`src/rtl/adder_pkg.sv`:
```
// ---------------------------------------------------------------------------
// adder_pkg
// Shared definitions for the 30-input adder tree and its upstream frame
// loader: operand count and width, minimum frame hold time, sum width and the
// operand type. Also provides a small width helper used for counters.
// ---------------------------------------------------------------------------
package adder_pkg;

    localparam int NUM_INPUTS  = 30;
    localparam int DATA_W      = 8;
    localparam int HOLD_CYCLES = 5;
    localparam int SUM_W       = 13;

    typedef logic [DATA_W-1:0] operand_t;

    // Bits needed to count 0..n-1; never less than one so n==1 still yields
    // a legal vector.
    function automatic int cnt_width(input int n);
        return (n > 1) ? $clog2(n) : 1;
    endfunction

endpackage

```
`src/rtl/adder_frame_loader_if.sv`:
```
// ---------------------------------------------------------------------------
// adder_frame_loader_if
// Byte-stream input handshake and parallel frame output of the frame loader.
//   in_data/in_valid/in_sof/in_ready : byte stream into the loader
//   frame_data/frame_valid/frame_start/frame_ready : held frame to the adder
//   sync_err/frames_out : status
// Modports: slave  = the loader itself
//           master = the environment (byte source and frame consumer)
// ---------------------------------------------------------------------------
interface adder_frame_loader_if #(
    parameter int NUM_INPUTS = adder_pkg::NUM_INPUTS,
    parameter int DATA_W     = adder_pkg::DATA_W,
    parameter int CNT_W      = 16
);

    logic [DATA_W-1:0]            in_data;
    logic                         in_valid;
    logic                         in_sof;
    logic                         in_ready;
    logic [NUM_INPUTS*DATA_W-1:0] frame_data;
    logic                         frame_valid;
    logic                         frame_start;
    logic                         frame_ready;
    logic                         sync_err;
    logic [CNT_W-1:0]             frames_out;

    modport slave (
        input  in_data, in_valid, in_sof, frame_ready,
        output in_ready, frame_data, frame_valid, frame_start, sync_err, frames_out
    );

    modport master (
        output in_data, in_valid, in_sof, frame_ready,
        input  in_ready, frame_data, frame_valid, frame_start, sync_err, frames_out
    );

endinterface

```
`src/rtl/adder_frame_loader_hold_timer.sv`:
```
// ---------------------------------------------------------------------------
// frame_hold_timer
// Counts the cycles the current output frame has been valid, saturating at
// HOLD_CYCLES-1, and flags the cycle in which the consumer may release it.
//   clk, rst      : clock, synchronous active-high reset
//   frame_valid   : output frame is being presented
//   load          : a new frame is loaded at the coming edge (restarts count)
//   frame_ready   : consumer is done with the frame
//   frame_release : frame is released at the coming edge
// ---------------------------------------------------------------------------
module frame_hold_timer #(
    parameter int HOLD_CYCLES = adder_pkg::HOLD_CYCLES
) (
    input  logic clk,
    input  logic rst,
    input  logic frame_valid,
    input  logic load,
    input  logic frame_ready,
    output logic frame_release
);

    import adder_pkg::cnt_width;

    localparam int             HC_W     = cnt_width(HOLD_CYCLES);
    localparam logic [HC_W-1:0] HOLD_MAX = HC_W'(HOLD_CYCLES - 1);

    logic [HC_W-1:0] hold_cnt_r;

    // Hold counter: cleared on each new frame, counts valid cycles, saturates.
    always_ff @(posedge clk) begin
        if (rst) begin
            hold_cnt_r <= '0;
        end else if (load) begin
            hold_cnt_r <= '0;
        end else if (frame_valid && (hold_cnt_r != HOLD_MAX)) begin
            hold_cnt_r <= hold_cnt_r + HC_W'(1);
        end
    end

    // frame_ready is only honoured once the minimum hold window has elapsed.
    always_comb begin
        frame_release = frame_valid && frame_ready && (hold_cnt_r == HOLD_MAX);
    end

endmodule

```
`src/rtl/adder_frame_loader.sv`:
```
// ---------------------------------------------------------------------------
// adder_frame_loader
// Deserialises a byte stream into a NUM_INPUTS-operand frame and presents it
// in parallel to the adder tree. A fill buffer collects the next frame while
// the output buffer holds the current one for at least HOLD_CYCLES cycles.
//   clk : rising-edge clock
//   rst : synchronous, active-high reset (discards partial and held frames)
//   bus : adder_frame_loader_if.slave (byte input, frame output, status)
// ---------------------------------------------------------------------------
module adder_frame_loader #(
    parameter int NUM_INPUTS  = adder_pkg::NUM_INPUTS,
    parameter int DATA_W      = adder_pkg::DATA_W,
    parameter int HOLD_CYCLES = adder_pkg::HOLD_CYCLES,
    parameter int CNT_W       = 16
) (
    input  logic                  clk,
    input  logic                  rst,
    adder_frame_loader_if.slave   bus
);

    import adder_pkg::cnt_width;

    localparam int              IDX_W    = cnt_width(NUM_INPUTS);
    localparam int              FRAME_W  = NUM_INPUTS * DATA_W;
    localparam logic [IDX_W-1:0] LAST_IDX = IDX_W'(NUM_INPUTS - 1);

    logic [IDX_W-1:0]  wr_idx_r;
    logic [DATA_W-1:0] fill_buf_r [NUM_INPUTS];
    logic              fill_full_r;
    logic [FRAME_W-1:0] frame_data_r;
    logic              frame_valid_r;
    logic              frame_start_r;
    logic              sync_err_r;
    logic [CNT_W-1:0]  frames_out_r;

    logic               accept_s;
    logic               transfer_s;
    logic               release_s;
    logic [FRAME_W-1:0] fill_flat_s;

    // Handshake decode. accept and transfer are mutually exclusive because
    // one needs an empty fill buffer and the other a full one.
    always_comb begin
        accept_s   = bus.in_valid && !fill_full_r;
        transfer_s = fill_full_r && (!frame_valid_r || release_s);
    end

    // Flatten the fill buffer into the output layout (operand k at k*DATA_W).
    always_comb begin
        fill_flat_s = '0;
        for (int k = 0; k < NUM_INPUTS; k++) begin
            fill_flat_s[k*DATA_W +: DATA_W] = fill_buf_r[k];
        end
    end

    // Fill side: byte write pointer, fill buffer, full flag and resync error.
    always_ff @(posedge clk) begin
        if (rst) begin
            wr_idx_r    <= '0;
            fill_full_r <= 1'b0;
            sync_err_r  <= 1'b0;
            for (int k = 0; k < NUM_INPUTS; k++) begin
                fill_buf_r[k] <= '0;
            end
        end else if (accept_s) begin
            if (bus.in_sof) begin
                // Start of frame always lands in slot 0; a partial frame in
                // progress is abandoned and flagged.
                fill_buf_r[0] <= bus.in_data;
                wr_idx_r      <= IDX_W'(1);
                if (wr_idx_r != '0) begin
                    sync_err_r <= 1'b1;
                end
            end else begin
                fill_buf_r[wr_idx_r] <= bus.in_data;
                if (wr_idx_r == LAST_IDX) begin
                    wr_idx_r    <= '0;
                    fill_full_r <= 1'b1;
                end else begin
                    wr_idx_r <= wr_idx_r + IDX_W'(1);
                end
            end
        end else if (transfer_s) begin
            fill_full_r <= 1'b0;
        end
    end

    // Output side: frame register, valid/start flags and release counter.
    always_ff @(posedge clk) begin
        if (rst) begin
            frame_data_r  <= '0;
            frame_valid_r <= 1'b0;
            frame_start_r <= 1'b0;
            frames_out_r  <= '0;
        end else begin
            if (transfer_s) begin
                frame_data_r  <= fill_flat_s;
                frame_valid_r <= 1'b1;
                frame_start_r <= 1'b1;
            end else begin
                frame_start_r <= 1'b0;
                if (release_s) begin
                    frame_valid_r <= 1'b0;
                end
            end
            if (release_s) begin
                frames_out_r <= frames_out_r + CNT_W'(1);
            end
        end
    end

    frame_hold_timer #(
        .HOLD_CYCLES (HOLD_CYCLES)
    ) u_hold_timer (
        .clk           (clk),
        .rst           (rst),
        .frame_valid   (frame_valid_r),
        .load          (transfer_s),
        .frame_ready   (bus.frame_ready),
        .frame_release (release_s)
    );

    assign bus.in_ready    = !fill_full_r;
    assign bus.frame_data  = frame_data_r;
    assign bus.frame_valid = frame_valid_r;
    assign bus.frame_start = frame_start_r;
    assign bus.sync_err    = sync_err_r;
    assign bus.frames_out  = frames_out_r;

endmodule

```
`src/flat_wrapper.sv`:
```
// flat-port wrapper written by rule: the top's interface ports become plain ports
module adder_frame_loader_flat import adder_pkg::cnt_width;
#(
    parameter int NUM_INPUTS  = adder_pkg::NUM_INPUTS,
    parameter int DATA_W      = adder_pkg::DATA_W,
    parameter int HOLD_CYCLES = adder_pkg::HOLD_CYCLES,
    parameter int CNT_W       = 16
)
  (clk, rst, bus_in_data, bus_in_valid, bus_in_sof, bus_frame_ready, bus_in_ready, bus_frame_data, bus_frame_valid, bus_frame_start, bus_sync_err, bus_frames_out);
  adder_frame_loader_if #(.NUM_INPUTS(NUM_INPUTS), .DATA_W(DATA_W), .CNT_W(CNT_W)) bus_i ();
  input  logic clk;
  input  logic rst;
  input wire logic [$bits(bus_i.in_data)-1:0] bus_in_data;
  input wire logic [$bits(bus_i.in_valid)-1:0] bus_in_valid;
  input wire logic [$bits(bus_i.in_sof)-1:0] bus_in_sof;
  input wire logic [$bits(bus_i.frame_ready)-1:0] bus_frame_ready;
  output wire logic [$bits(bus_i.in_ready)-1:0] bus_in_ready;
  output wire logic [$bits(bus_i.frame_data)-1:0] bus_frame_data;
  output wire logic [$bits(bus_i.frame_valid)-1:0] bus_frame_valid;
  output wire logic [$bits(bus_i.frame_start)-1:0] bus_frame_start;
  output wire logic [$bits(bus_i.sync_err)-1:0] bus_sync_err;
  output wire logic [$bits(bus_i.frames_out)-1:0] bus_frames_out;
  assign bus_i.in_data = bus_in_data;
  assign bus_i.in_valid = bus_in_valid;
  assign bus_i.in_sof = bus_in_sof;
  assign bus_i.frame_ready = bus_frame_ready;
  assign bus_in_ready = bus_i.in_ready;
  assign bus_frame_data = bus_i.frame_data;
  assign bus_frame_valid = bus_i.frame_valid;
  assign bus_frame_start = bus_i.frame_start;
  assign bus_sync_err = bus_i.sync_err;
  assign bus_frames_out = bus_i.frames_out;
  adder_frame_loader #(.NUM_INPUTS(NUM_INPUTS), .DATA_W(DATA_W), .HOLD_CYCLES(HOLD_CYCLES), .CNT_W(CNT_W)) u_core (.clk(clk), .rst(rst), .bus(bus_i));
endmodule
```
`config.mk`:
```
export PLATFORM = sky130hd
export DESIGN_NAME = adder_frame_loader_flat
export DESIGN_NICKNAME = d
export VERILOG_FILES = /design/src/rtl/adder_pkg.sv /design/src/rtl/adder_frame_loader_if.sv /design/src/rtl/adder_frame_loader_hold_timer.sv /design/src/rtl/adder_frame_loader.sv /design/src/flat_wrapper.sv
export SDC_FILE = /design/constraint.sdc
export NUM_CORES = 1
export LEC_CHECK = 0
export BUFFER_PORTS_ARGS = -buffer_cell sky130_fd_sc_hd__buf_2
export CAP_MARGIN = 10
export CELL_PAD_IN_SITES_DETAIL_PLACEMENT = 2
export CELL_PAD_IN_SITES_GLOBAL_PLACEMENT = 2
export CORE_ASPECT_RATIO = 0.8
export CORE_MARGIN = 4
export CORE_UTILIZATION = 38
export CTS_CLUSTER_SIZE = 28
export DETAILED_ROUTE_END_ITERATION = 16
export PLACE_DENSITY_LB_ADDON = 0.3
export SYNTH_ARGS = -nofsm -noshare
export SYNTH_HDL_FRONTEND = slang
export SYNTH_SLANG_ARGS = --single-unit
```
`constraint.sdc`:
```
create_clock -name clk -period 3.5 [get_ports clk]
set_input_delay 0.7 -clock clk [delete_from_list [all_inputs] [get_ports clk]]
set_output_delay 0.7 -clock clk [all_outputs]
set_load 0.02 [all_outputs]
```
==> results of run 1 <==
## area by class of cell
type / instances / area, µm² / share of cell area (%)
antenna: 2 / 5.00 / 0.0234
sequential: 508 / 12600 / 58.9
inverter: 9 / 33.8 / 0.158
clock buffer: 79 / 1550 / 7.24
tap: 612 / 766 / 3.59
clock inverter: 16 / 111 / 0.522
timing repair buffer: 299 / 1610 / 7.56
multi-input combinational: 665 / 4700 / 22.0
## cells by family (layout without fill, tap and decap cells)
logic type	after synthesis	count (layout)
fa+ha+maj	7	7
buf+inv	97	403
other cells	0	2
compound gates	275	275
xor+xnor	9	9
simple gates	374	374
flops	508	508
## worst max-delay path, delay by kind of cell (launching register included)
family	cells	cell delay, ps
AND/OR/NAND/NOR	4	1910
buffers and inverters	1	240
flip-flops	1	460
## layout by cell type, fill, tap and decap left out, types with 9 or more instances in the layout
cell type,count
or3_1,10
or2_2,29
buf_4,23
buf_2,272
and2_1,241
a21oi_1,19
edfxtp_1,240
clkbuf_1,15
clkbuf_16,54
clkbuf_8,10
clkinv_2,10
nand2_1,14
nand3_1,13
a22o_1,240
dfxtp_1,268
inv_1,9
nor2_1,41
## metrics by stage
step / instances / worst slack [ps] / cell area (µm²)
after CTS: 2188 / 534 / 21300
after global routing: 2188 / 421 / 21300
after floorplan: 1270 / 1220 / 17700
after detailed placement: 2093 / 192 / 19700
after global placement: 2093 / 311 / 19700
final: 2190 / 554 / 21300
## layer usage
metal  up-vias  routed length, µm  track usage [%]
li1       5152                  -                -
met1      5838              22800             26.6
met2       285              24900             34.1
met3        73               2860             3.95
met4         0               1090             5.68
met5         -                  0                0
## power breakdown
group / switching (W) / internal, W
Sequential: 0.0000409 / 0.00631
Clock: 0.00228 / 0.00311
Combinational: 0.000214 / 0.0000370
Total: 0.00254 / 0.00946
## final timing paths
| path | endpoint | startpoint | cells past startpoint | slack (ps) |
|---|---|---|---|---|
| worst max register to register | u_core.fill_buf_r[25][3] | u_core.fill_full_r | 5 | 550 |
| worst min-delay path | bus_frame_data[166] | u_core.fill_buf_r[20][6] | 1 | 460 |
| worst max-delay path | u_core.fill_buf_r[25][3] | u_core.fill_full_r | 5 | 550 |
| worst min register to register | bus_frame_data[166] | u_core.fill_buf_r[20][6] | 1 | 460 |
## sequential cells by signal (all words and copies together) (netlist names)
signal,flops
bus_frame_data,240
u_core.bus.frame_start,1
u_core.bus.frame_valid,1
u_core.bus.frames_out,16
u_core.bus.sync_err,1
u_core.fill_buf_r,240
u_core.fill_full_r,1
u_core.u_hold_timer.hold_cnt_r,3
u_core.wr_idx_r,5
==> summary.md, run 1 <==
| Metric | Value |
|---|---|
| Status | `complete, no violations` |
| Fmax | `0.339 GHz` |
| Root Buffer | `clkbuf_16` |
| Cts hold-fix bufs | `0` |
| H-tree levels | `2` |
| Simple-Gate Fraction of Synth Area | `12.5%` |
| Final Skew | `17.4 ps` |
| Synth Area in Adders | `0.496%` |
| Routability cong. | `0.763` |
| Synthesized cell area | `17700 µm²` |
| Required @ worst endpoint | `3770 ps` |
| Routed WL | `51600 µm` |
| Post-synthesis register bit count | `508` |
| Maxcap violations | `0` |
| Number of DRC markers in iteration 0 | `667` |
| Global route overflow | `0` |
| Vias in the first global route | `12.3k` |
| Setup crit end kind | `register` |
| First-pass GRT wire length | `78600 µm` |
| Routed length per instance | `23.6 µm` |
| CTS Buffer Depth | `3` |
| Multiplexer area fraction after synthesis | `0%` |
| Synth area leader | `edfxtp_1` |
| Post-synthesis sequential area ratio | `71.2%` |
| Share of the synthesized area in the top cell type | `40.8%` |
| Drt pass-1 iters | `5` |
| Register clock-pin slew on the reported worst setup and hold paths | `60 ps` |
| Nets | `1554` |
| Yosys warnings | `0` |
| Sink Count | `508` |
| Final hold viol count | `0` |
| Main combinational cell family by area after synthesis | `compound AO/OA/AOI/OAI gates` |
| Post-layout util | `46.6%` |
| Vias per cell | `5.18` |
| CTS Buf Count | `51` |
| Most common cell in the netlist | `dfxtp_1` |
| Post-synthesis compound-gate area fraction | `13.0%` |
| Tightest Hold Check Type | `register to register` |
| Synth Instances | `1270` |
| Crit path time final | `2950 ps` |
| Primary FF master, synth | `dfxtp_1` |
| Crit-path max FO | `9` |
| Final setup vio count | `0` |
| Die width | `249 µm` |
| Worst slew pin tran | `969 ps` |
| Sum Neg Setup Slack | `0 ps` |
| Resized cells post-CTS | `0` |
| Final count of pins violating max slew | `0` |
| RSZ-0062 raised after global routing | `no` |
| Antenna-violating nets left | `0` |
| Rel. slew slack | `35.4%` |
| Post-CTS setup buffer count | `0` |
| WP data arrival | `3210 ps` |
| Die area | `50000 µm²` |
| Fraction of layout cells with a size suffix above 1 | `25.8%` |
| # IOs | `273` |
| CTS tree | `built` |
| Overall power | `0.0120 W` |
| Die height | `201 µm` |
| CP max stage delay | `650 ps` |
| Critical Path, Cell by Cell | `nor4b_1, buf_4, nand2_1, nor2_1, or2_2` |
| Largest net degree at the start of global routing | `126` |
| Layout Area Growth over Synthesis | `20.8%` |
| Post-synth cell types | `38` |
| GRT Total Usage | `20.1%` |
| Syn_nets | `1290` |
| # DRC | `0` |
| Post-Syn Area per Cell | `13.9 µm²` |
| Asr flop ratio synth | `0%` |
| Core area | `45800 µm²` |
| Final worst path period share | `84.2%` |
| Top cells by count, synth | `268 x dfxtp_1, 241 x and2_1, 240 x a22o_1, 240 x edfxtp_1, 48 x clkbuf_1` |
| Layout filler cell count | `4411` |
| Static Leak | `8.97 nW` |
| PD cells | `562 nW/µm²` |
| Initial Utilization | `38.6%` |
| XOR/XNOR Fraction of Synth Area | `0.446%` |
| Synth area leaders | `edfxtp_1 41%, dfxtp_1 30%, a22o_1 12%` |
| CP startpoint kind | `register` |
| Critical path class | `register to register` |
| # rows | `70` |
| Maximum VDD drop | `0.300 mV` |
| Hold slack | `456 ps` |
| Slowest CP cell | `nor4b_1` |
| Hpwl dp | `32000 µm` |
| Initial antenna violation count | `2` |
| Skew-Pair Late Insertion Delay | `580 ps` |
| Vias | `11.3k` |
| Port Buf Inserts | `272` |
| Post-synth EDFFs | `240` |
No activity file was read; power rests on OpenSTA's default activity.
==> run 2, diff against run 1 <==
- CORE_UTILIZATION: 38 -> 35
- clock period: 3.5 -> 2.7 ns (I/O delays scaled with it)
==> summary.md, run 2 (synthesis results as in run 1) <==
| Metric | Value |
|---|---|
| Status | `complete, no violations (unchanged)` |
| Core area | `49800 µm² (was 45800 µm²)` |
| Hold path depth | `1 (unchanged)` |
| Sum Neg Setup Slack | `0 ps (unchanged)` |
| Antenna Cells | `0 (was 2)` |
| First-pass GRT wire length | `78900 µm (was 78600 µm)` |
| Leading cell types in the layout, fill and taps excluded | `272 x buf_2, 268 x dfxtp_1, 241 x and2_1 (unchanged)` |
| RSZ-0062 raised after global routing | `no (unchanged)` |
| Layout Area Growth over Synthesis | `23.9% (was 20.8%)` |
| Port Buf Inserts | `272 (unchanged)` |
| Largest net degree at the start of global routing | `62 (was 126)` |
| Routed WL | `52700 µm (was 51600 µm)` |
| Final Skew | `17.2 ps (was 17.4 ps)` |
| Place WS | `73.7 ps (was 192 ps)` |
| Final worst path period share | `92.9% (was 84.2%)` |
| Register clock-pin slew on the reported worst setup and hold paths | `70 ps (was 60 ps)` |
| Setup crit end kind | `register (unchanged)` |
| Final count of pins violating max slew | `0 (unchanged)` |
| Critical path class | `register to register (unchanged)` |
| Hold slack | `453 ps (was 456 ps)` |
| Worst slew pin tran | `898 ps (was 969 ps)` |
| Nets | `1595 (was 1554)` |
| R2r worst-path depth | `6 (was 5)` |
| Cts hold-fix bufs | `0 (unchanged)` |
| # DRC | `0 (unchanged)` |
| Rel. slew slack | `40.2% (was 35.4%)` |
| Drt pass-1 iters | `5 (unchanged)` |
| Hpwl dp | `35100 µm (was 32000 µm)` |
| Vias per cell | `5.00 (was 5.18)` |
| CP max stage delay | `700 ps (was 650 ps)` |
| CTS Buf Count | `51 (unchanged)` |
| Crit-path most repeated cell | `buf_4` |
| Post-layout util | `44.0% (was 46.6%)` |
| Maximum VDD drop | `0.413 mV (was 0.300 mV)` |
| Initial antenna violation count | `2 (unchanged)` |
| Flop2flop setup slack | `190 ps (was 550 ps)` |
| Root Buffer | `clkbuf_16 (unchanged)` |
| CTS Buffer Depth | `3 (unchanged)` |
| WP data arrival | `2780 ps (was 3210 ps)` |
| Tightest Hold Check Type | `register to register (unchanged)` |
| Global route overflow | `0 (unchanged)` |
| PD cells | `724 nW/µm² (was 562 nW/µm²)` |
| Critical Path, Cell by Cell | `nor4b_1, buf_4, nand2_1, buf_4, nor2_1, or2_2 (was nor4b_1, buf_4, nand2_1, nor2_1, or2_2)` |
| Post-CTS setup buffer count | `0 (unchanged)` |
| # rows | `73 (was 70)` |
| Final hold viol count | `0 (unchanged)` |
| Die height | `209 µm (was 201 µm)` |
| Crit-path max FO | `8 (was 9)` |
| Fmax | `0.399 GHz (was 0.339 GHz)` |
| Vias | `11.5k (was 11.3k)` |
| Vias in the first global route | `12.4k (was 12.3k)` |
| Static Leak | `9.21 nW (was 8.97 nW)` |
| Die width | `259 µm (was 249 µm)` |
| Resized cells post-CTS | `0 (unchanged)` |
| Final setup vio count | `0 (unchanged)` |
| Required @ worst endpoint | `2970 ps (was 3770 ps)` |
| Routability cong. | `0.739 (was 0.763)` |
| Slowest CP cell | `nor4b_1 (unchanged)` |
| Sink Count | `508 (unchanged)` |
| Maxcap violations | `0 (unchanged)` |
| H-tree levels | `2 (unchanged)` |
| GRT Total Usage | `18.9% (was 20.1%)` |
| CTS tree | `built (unchanged)` |
| Skew-Pair Late Insertion Delay | `590 ps (was 580 ps)` |
| # IOs | `273 (unchanged)` |
| Overall power | `0.0159 W (was 0.0120 W)` |
| Die area | `54200 µm² (was 50000 µm²)` |
| Most common cell after layout, fill and taps aside | `buf_2 (unchanged)` |
| Fraction of layout cells with a size suffix above 1 | `27.9% (was 25.8%)` |
| Post-route setup slack | `192 ps (was 554 ps)` |
| Initial Utilization | `35.5% (was 38.6%)` |
| Antenna-violating nets left | `0 (unchanged)` |
| CP startpoint kind | `register (unchanged)` |
| Routed length per instance | `23.0 µm (was 23.6 µm)` |
| Number of DRC markers in iteration 0 | `593 (was 667)` |
| Crit path time final | `2510 ps (was 2950 ps)` |
## run 2: changes by cell type in the layout (fill, tap and decap cells not counted), sizes merged
cell | previous run | this run
buf | 299 | 340
clkinvlp | 0 | 4
diode | 2 | 0
inv | 9 | 11
bufinv | 1 | 3
clkinv | 15 | 8
## run 2: stage by stage
step	instance area, µm²	instances
3_3_place_gp	20200	2197
6_report	21900	2293
2_1_floorplan	17700	1270
4_1_cts	21900	2293
5_1_grt	21900	2293
3_5_place_dp	20200	2197
## run 2: where the power goes
part | internal [W] | switching [W]
Combinational | 0.0000741 | 0.000286
Clock | 0.00423 | 0.00303
Sequential | 0.00818 | 0.0000542
## run 2: final timing paths
| kind | end | start |
|---|---|---|
| setup / recovery | u_core.fill_buf_r[13][3] | u_core.fill_full_r |
| hold / removal | bus_frame_data[107] | u_core.fill_buf_r[13][3] |
| setup reg to reg | u_core.fill_buf_r[13][3] | u_core.fill_full_r |
| hold reg to reg | bus_frame_data[107] | u_core.fill_buf_r[13][3] |
## run 2: metal layers
metal,part of all wire [%],GRT usage (%),vias to the layer above
met3,5.4,4.03,63
met1,43,24.0,5913
met4,2.0,5.02,0
li1,-,-,5230
met2,50,33.0,251
met5,0,0,-
## run 2: area by class of cell
type / instances / area [µm²]
Multi-Input combinational cell: 665 / 4700
Tap cell: 675 / 845
Sequential cell: 508 / 12600
Clock buffer: 79 / 1540
Fill cell: 4925 / 27900
Inverter: 9 / 33.8
Clock inverter: 17 / 186
Timing Repair Buffer: 340 / 2010
## run 2: worst max-delay path: cells and delay by family (launching register included)
kind / cells / cell delay [ps]
simple gates: 4 / 1320
buf+inv: 2 / 440
flops: 1 / 420
